`src/rtl/msrv32_pkg.sv`:
```
// ---------------------------------------------------------------------------
// msrv32_pkg
// Shared definitions for the msrv32 machine-mode trap logic:
//   - trap sequencer state encoding
//   - mcause codes for the interrupts and exceptions the core raises
//   - default PC-source select encodings seen by the fetch stage
//   - a helper that tells whether a latched cause needs an mtval capture
// ---------------------------------------------------------------------------
package msrv32_pkg;

  typedef enum logic [1:0] {
    ST_RESET       = 2'b00,
    ST_OPERATING   = 2'b01,
    ST_TRAP_TAKEN  = 2'b10,
    ST_TRAP_RETURN = 2'b11
  } trap_state_e;

  // Interrupt cause codes (mcause with interrupt bit set)
  localparam logic [3:0] CAUSE_MEI = 4'd11;
  localparam logic [3:0] CAUSE_MSI = 4'd3;
  localparam logic [3:0] CAUSE_MTI = 4'd7;

  // Exception cause codes (mcause with interrupt bit clear)
  localparam logic [3:0] CAUSE_MISALIGNED_INSTR = 4'd0;
  localparam logic [3:0] CAUSE_ILLEGAL          = 4'd2;
  localparam logic [3:0] CAUSE_EBREAK           = 4'd3;
  localparam logic [3:0] CAUSE_MISALIGNED_LOAD  = 4'd4;
  localparam logic [3:0] CAUSE_MISALIGNED_STORE = 4'd6;
  localparam logic [3:0] CAUSE_ECALL            = 4'd11;

  // PC mux select encodings
  localparam logic [1:0] PC_SRC_BOOT = 2'b00;
  localparam logic [1:0] PC_SRC_NEXT = 2'b01;
  localparam logic [1:0] PC_SRC_TRAP = 2'b10;
  localparam logic [1:0] PC_SRC_EPC  = 2'b11;

  // Misaligned-address exceptions are the only ones that load mtval with
  // the faulting address. Interrupt codes overlap numerically (MSI = 3,
  // MTI = 7 are harmless, but never treat an interrupt as misaligned).
  function automatic logic is_misaligned_cause(input logic [3:0] cause,
                                               input logic       is_irq);
    return !is_irq && (cause == CAUSE_MISALIGNED_INSTR ||
                       cause == CAUSE_MISALIGNED_LOAD  ||
                       cause == CAUSE_MISALIGNED_STORE);
  endfunction

endpackage

```
`src/rtl/trap_priority_encoder.sv`:
```
// ---------------------------------------------------------------------------
// trap_priority_encoder
// Purely combinational. Picks the single trap to take this cycle from the
// decoded exception flags and the already-enabled interrupt terms.
//   Inputs : misaligned_instr, illegal_instr, ebreak, ecall, misaligned_load,
//            misaligned_store (exception flags); ext_irq, sw_irq, tmr_irq
//            (pending & enabled & mstatus.MIE).
//   Outputs: trap_valid (any trap), cause[3:0] (mcause code), is_irq.
// Any interrupt beats any exception: the interrupted instruction has not
// retired and simply re-executes after MRET.
// ---------------------------------------------------------------------------
module trap_priority_encoder
  import msrv32_pkg::*;
(
  input  logic       misaligned_instr,
  input  logic       illegal_instr,
  input  logic       ebreak,
  input  logic       ecall,
  input  logic       misaligned_load,
  input  logic       misaligned_store,
  input  logic       ext_irq,
  input  logic       sw_irq,
  input  logic       tmr_irq,
  output logic       trap_valid,
  output logic [3:0] cause,
  output logic       is_irq
);

  logic any_irq;
  logic any_exc;

  assign any_irq    = ext_irq | sw_irq | tmr_irq;
  assign any_exc    = misaligned_instr | illegal_instr | ebreak | ecall |
                      misaligned_load | misaligned_store;
  assign trap_valid = any_irq | any_exc;
  assign is_irq     = any_irq;

  // NOTE: every path of a combinational block must assign its outputs;
  // the default up front keeps the if/else chain from inferring a latch.
  always_comb begin
    cause = CAUSE_MISALIGNED_INSTR;
    if      (ext_irq)          cause = CAUSE_MEI;
    else if (sw_irq)           cause = CAUSE_MSI;
    else if (tmr_irq)          cause = CAUSE_MTI;
    else if (misaligned_instr) cause = CAUSE_MISALIGNED_INSTR;
    else if (illegal_instr)    cause = CAUSE_ILLEGAL;
    else if (ebreak)           cause = CAUSE_EBREAK;
    else if (ecall)            cause = CAUSE_ECALL;
    else if (misaligned_load)  cause = CAUSE_MISALIGNED_LOAD;
    else if (misaligned_store) cause = CAUSE_MISALIGNED_STORE;
  end

endmodule

```
`src/rtl/msrv32_trap_controller.sv`:
```
// ---------------------------------------------------------------------------
// msrv32_trap_controller
// Machine-mode trap sequencer for the RV32I core. Watches exception flags,
// MRET and the CSR file's interrupt enable/pending bits; drives the CSR
// trap strobes, the cause code, the retire pulse, and the fetch-stage PC
// select and flush.
//   clk_in, rst_in (async, active low)
//   illegal_instr_in, misaligned_instr_in, misaligned_load_in,
//   misaligned_store_in, ecall_in, ebreak_in, mret_in   : decoded events
//   mie_in, meie_in/mtie_in/msie_in, meip_in/mtip_in/msip_in : CSR state
//   i_or_e_out, cause_out, misaligned_exception_out     : latched trap info
//   set_cause_out, set_epc_out, mie_clear_out, mie_set_out : CSR strobes
//   instret_inc_out, pc_src_out, flush_out, trap_taken_out
// State flow: RESET -> OPERATING; OPERATING -> TRAP_TAKEN on a trap, else
// -> TRAP_RETURN on MRET; both trap states return to OPERATING after one
// cycle. Cause fields are latched on entry to TRAP_TAKEN so the CSR file
// can form trap_address while TRAP_TAKEN is active.
// ---------------------------------------------------------------------------
module msrv32_trap_controller
  import msrv32_pkg::*;
#(
  parameter logic [1:0] BOOT_SEL = PC_SRC_BOOT,
  parameter logic [1:0] NEXT_SEL = PC_SRC_NEXT,
  parameter logic [1:0] TRAP_SEL = PC_SRC_TRAP,
  parameter logic [1:0] EPC_SEL  = PC_SRC_EPC
) (
  input  logic       clk_in,
  input  logic       rst_in,
  input  logic       illegal_instr_in,
  input  logic       misaligned_instr_in,
  input  logic       misaligned_load_in,
  input  logic       misaligned_store_in,
  input  logic       ecall_in,
  input  logic       ebreak_in,
  input  logic       mret_in,
  input  logic       mie_in,
  input  logic       meie_in,
  input  logic       mtie_in,
  input  logic       msie_in,
  input  logic       meip_in,
  input  logic       mtip_in,
  input  logic       msip_in,
  output logic       i_or_e_out,
  output logic [3:0] cause_out,
  output logic       set_cause_out,
  output logic       set_epc_out,
  output logic       mie_clear_out,
  output logic       mie_set_out,
  output logic       misaligned_exception_out,
  output logic       instret_inc_out,
  output logic [1:0] pc_src_out,
  output logic       flush_out,
  output logic       trap_taken_out
);

  trap_state_e state;

  logic       ext_irq;
  logic       sw_irq;
  logic       tmr_irq;
  logic       trap_valid;
  logic [3:0] trap_cause;
  logic       trap_is_irq;

  // Global MIE gates every interrupt source; after TRAP_TAKEN clears it,
  // a still-pending source cannot cause a nested trap.
  assign ext_irq = mie_in & meie_in & meip_in;
  assign sw_irq  = mie_in & msie_in & msip_in;
  assign tmr_irq = mie_in & mtie_in & mtip_in;

  trap_priority_encoder u_prio (
    .misaligned_instr (misaligned_instr_in),
    .illegal_instr    (illegal_instr_in),
    .ebreak           (ebreak_in),
    .ecall            (ecall_in),
    .misaligned_load  (misaligned_load_in),
    .misaligned_store (misaligned_store_in),
    .ext_irq          (ext_irq),
    .sw_irq           (sw_irq),
    .tmr_irq          (tmr_irq),
    .trap_valid       (trap_valid),
    .cause            (trap_cause),
    .is_irq           (trap_is_irq)
  );

  // State register plus the cause fields latched on trap entry.
  // NOTE: sequential state uses non-blocking assignments so every register
  // samples pre-edge values and simulation matches the synthesized flops.
  always_ff @(posedge clk_in or negedge rst_in) begin
    if (!rst_in) begin
      state                    <= ST_RESET;
      cause_out                <= '0;
      i_or_e_out               <= 1'b0;
      misaligned_exception_out <= 1'b0;
    end else begin
      case (state)
        ST_RESET: state <= ST_OPERATING;
        ST_OPERATING: begin
          if (trap_valid) begin
            state                    <= ST_TRAP_TAKEN;
            cause_out                <= trap_cause;
            i_or_e_out               <= trap_is_irq;
            misaligned_exception_out <= is_misaligned_cause(trap_cause, trap_is_irq);
          end else if (mret_in) begin
            state <= ST_TRAP_RETURN;
          end
        end
        ST_TRAP_TAKEN:  state <= ST_OPERATING;
        ST_TRAP_RETURN: state <= ST_OPERATING;
        default:        state <= ST_RESET;
      endcase
    end
  end

  // Output decode from registered state; only instret_inc looks at inputs,
  // so a trapping instruction never reports retirement.
  always_comb begin
    pc_src_out      = BOOT_SEL;
    flush_out       = 1'b1;
    set_epc_out     = 1'b0;
    set_cause_out   = 1'b0;
    mie_clear_out   = 1'b0;
    mie_set_out     = 1'b0;
    trap_taken_out  = 1'b0;
    instret_inc_out = 1'b0;
    case (state)
      ST_OPERATING: begin
        pc_src_out      = NEXT_SEL;
        flush_out       = 1'b0;
        instret_inc_out = !trap_valid;
      end
      ST_TRAP_TAKEN: begin
        pc_src_out     = TRAP_SEL;
        set_epc_out    = 1'b1;
        set_cause_out  = 1'b1;
        mie_clear_out  = 1'b1;
        trap_taken_out = 1'b1;
      end
      ST_TRAP_RETURN: begin
        pc_src_out  = EPC_SEL;
        mie_set_out = 1'b1;
      end
      default: ;
    endcase
  end

endmodule

```
`config.mk`:
```
export PLATFORM = sky130hd
export DESIGN_NAME = msrv32_trap_controller
export DESIGN_NICKNAME = d
export VERILOG_FILES = /design/src/rtl/msrv32_pkg.sv /design/src/rtl/trap_priority_encoder.sv /design/src/rtl/msrv32_trap_controller.sv
export SDC_FILE = /design/constraint.sdc
export NUM_CORES = 1
export LEC_CHECK = 0
export BUFFER_PORTS_ARGS = -buffer_cell sky130_fd_sc_hd__buf_2
export CORE_AREA = 2 2 39 41
export DETAILED_ROUTE_END_ITERATION = 12
export DIE_AREA = 0 0 41 43
export PLACE_DENSITY_LB_ADDON = 0.3
export SKIP_LAST_GASP = 1
export SLEW_MARGIN = 20
export SYNTH_ARGS = -nofsm -noshare
export SYNTH_HDL_FRONTEND = slang
export SYNTH_SLANG_ARGS = --single-unit
```
`constraint.sdc`:
```
create_clock -name clk_in -period 1.6 [get_ports clk_in]
set_clock_uncertainty 0.05 [all_clocks]
set_input_delay 0.16 -clock clk_in [delete_from_list [all_inputs] [get_ports clk_in]]
set_output_delay 0.16 -clock clk_in [all_outputs]
set_load 0.005 [all_outputs]
```
==> run summary <==
status: finished, final reports clean
Tcrit/Tclk final: 88.9%
via count: 434
Netlist cell types: 25
# diodes: 0
register area share after synthesis: 38.9%
antenna-violating nets left: 0
end of the worst hold path: state[1]
number of synthesis warnings: 0
Sink Count: 8
initial antenna violation count: 0
Hold WC Path Type: in -> reg
CTS tree: yes
final hold violation count: 0
largest net degree at the start of global routing: 9
Synth top area share: 38.9%
main area contributors after synthesis: dfrtp_1, mux2_4, o21ai_0
final instance area: 683 µm²
mean post-synth cell area: 10.7 µm²
Commonest cells post-synth: dfrtp_1, o21ai_0, inv_1, mux2_4
crit-path max FO: 6
Post-CTS Setup Bufs: 0
die area: 1760 µm²
Core Footprint: 1380 µm²
Die Span Y: 43 µm
r2r worst-path depth: 3
total global-route track usage: 12.8%
vias in the first global route: 403
GPL Wtd Cong: 0.634
Synth Instances: 48
Worst Setup End Kind: flop
total CTS buffers: 3
effective utilization at floorplan: 37.2%
site row count: 14
top-count cell post-synth: dfrtp_1
Final min period: 1.42 ns
Mapped Nets: 64
Pwr Total: 458 µW
Worst-path clk slew: 0.05 ns
vias per cell: 4.72
Post-synth EDFFs: 0
layout cells sized above 1: 53.9%
Async S/R FF share, synth: 100%
CP Class: reg -> reg
Pleak: 0.000389 µW
gr ovfl total: 0
Worst VDD drop: 0.000237 V
Top-Level Pins: 31
Chip Width: 41 µm
Max H-tree Level: 1
Routed WL: 943 µm
RSZ-0062 raised after global routing: false
worst r2r src: state[1]
first-pass GRT wire length: 1.52 mm
Worst slew margin: 82.2%
Area Overhead vs Synth: 32.8%
PwrDens: 671 nW/µm²
drt wl/cell: 10.3 µm
Fin Setup TNS: 0 ns
Post-Place Cell Area: 651 µm²
Final nets: 94
hold_sp: mret_in
flop-to-flop setup slack: 0.18 ns
TritonRoute pass-1 iters: 3
initial DRC count: 1
flops & latches, synth: 8
final setup vio count: 0
PostCTS Resize Cnt: 0
DRC Markers: 0
CTS root buffer: clkbuf_4
synthesized cell area: 514 µm²
r2r endpoint: cause_out[2]
CTS Hold Buffers Added: 1
Worst-Skew Late Latency: 0.25 ns
actual slew at the worst max-slew pin: 0.267 ns
CP arrival: 1.51 ns
WHS Path Cells: 3
Slew Viols, Final: 0
PortBufs: 30
Main synth FF type: dfrtp_1
Peak Freq: 703 MHz
Max-Cap Viols: 0
Req. time, crit path: 1.68 ns
leading area contributor after synthesis: dfrtp_1
CP Launch Type: flop
clk buf depth: 2
[power by group]
| part | switching, µW | internal, µW |
|---|---|---|
| sequential | 6.85 | 215 |
| clock | 62.0 | 85.4 |
| combinational | 40.5 | 48.1 |
| total | 109 | 349 |
[cells in the final DEF (no fill, tap or decap), types with 2 or more instances in the layout]
cell type / count
a31oi_1: 2
buf_2: 30
clkbuf_4: 3
dfrtp_1: 8
inv_1: 4
mux2_4: 4
nor2_1: 2
o21ai_0: 5
[metal layers]
| layer | track usage, % | part of all wire (%) | wire length [µm] |
|---|---|---|---|
| met3 | 0 | 7.4 | 70 |
| met5 | 0 | 0 | 0 |
| met1 | 16.3 | 41 | 383 |
| met2 | 19.4 | 50 | 474 |
| met4 | 10.0 | 1.6 | 15 |
[worst max-delay path, stage by stage (launching register included)]
cell      delay (ns)
dfrtp_1         0.39
nand2b_1        0.26
a21oi_4         0.29
mux2_4          0.33
[registers in the layout, summed over array words and instances (netlist names)]
signal	cells
cause_out	4
state	2
i_or_e_out	1
misaligned_exception_out	1
[per-stage QoR]
| stage | worst slack [ns] | hold slack, ns | cells | utilization, % |
|---|---|---|---|---|
| 2_1_floorplan | 0.208 | -0.186 | 48 | - |
| 3_3_place_gp | 0.0937 | -0.0447 | 88 | 47.0 |
| 3_5_place_dp | 0.0562 | -0.0419 | 88 | 47.0 |
| 4_1_cts | 0.163 | 0.118 | 92 | 49.4 |
| 5_1_grt | 0.0842 | 0.114 | 92 | 49.4 |
| 6_report | 0.177 | 0.111 | 92 | 49.4 |
[area by class of cell]
cell class	count	area [µm²]
clock buffer	3	22.5
fill	134	701
inverter	4	15.0
multi-input combinational	30	265
sequential	8	200
tap	16	20.0
timing repair buffer	31	160
[worst max path at each step]
stage                         from               to  slack [ns]  cells past startpoint
2_1_floorplan             state[1]     cause_out[0]        0.21                      4
3_3_place_gp   misaligned_instr_in     cause_out[0]        0.09                      5
3_5_place_dp   misaligned_instr_in     cause_out[1]        0.06                      5
4_1_cts                   state[1]     cause_out[2]        0.16                      3
5_1_grt        misaligned_instr_in  instret_inc_out        0.08                      6
6_report                  state[1]     cause_out[2]        0.18                      3
[cells by family (layout without fill, tap and decap cells)]
kind of cell | count (synthesis) | in the layout | synth area share (%)
DFF | 8 | 8 | 38.9
and+or+nand+nor | 11 | 11 | 15.8
buffers and inverters | 10 | 38 | 9.49
muxes | 5 | 5 | 13.6
AOI/OAI and AO/OA | 14 | 14 | 22.1
Power figures use the tool's default switching activity.
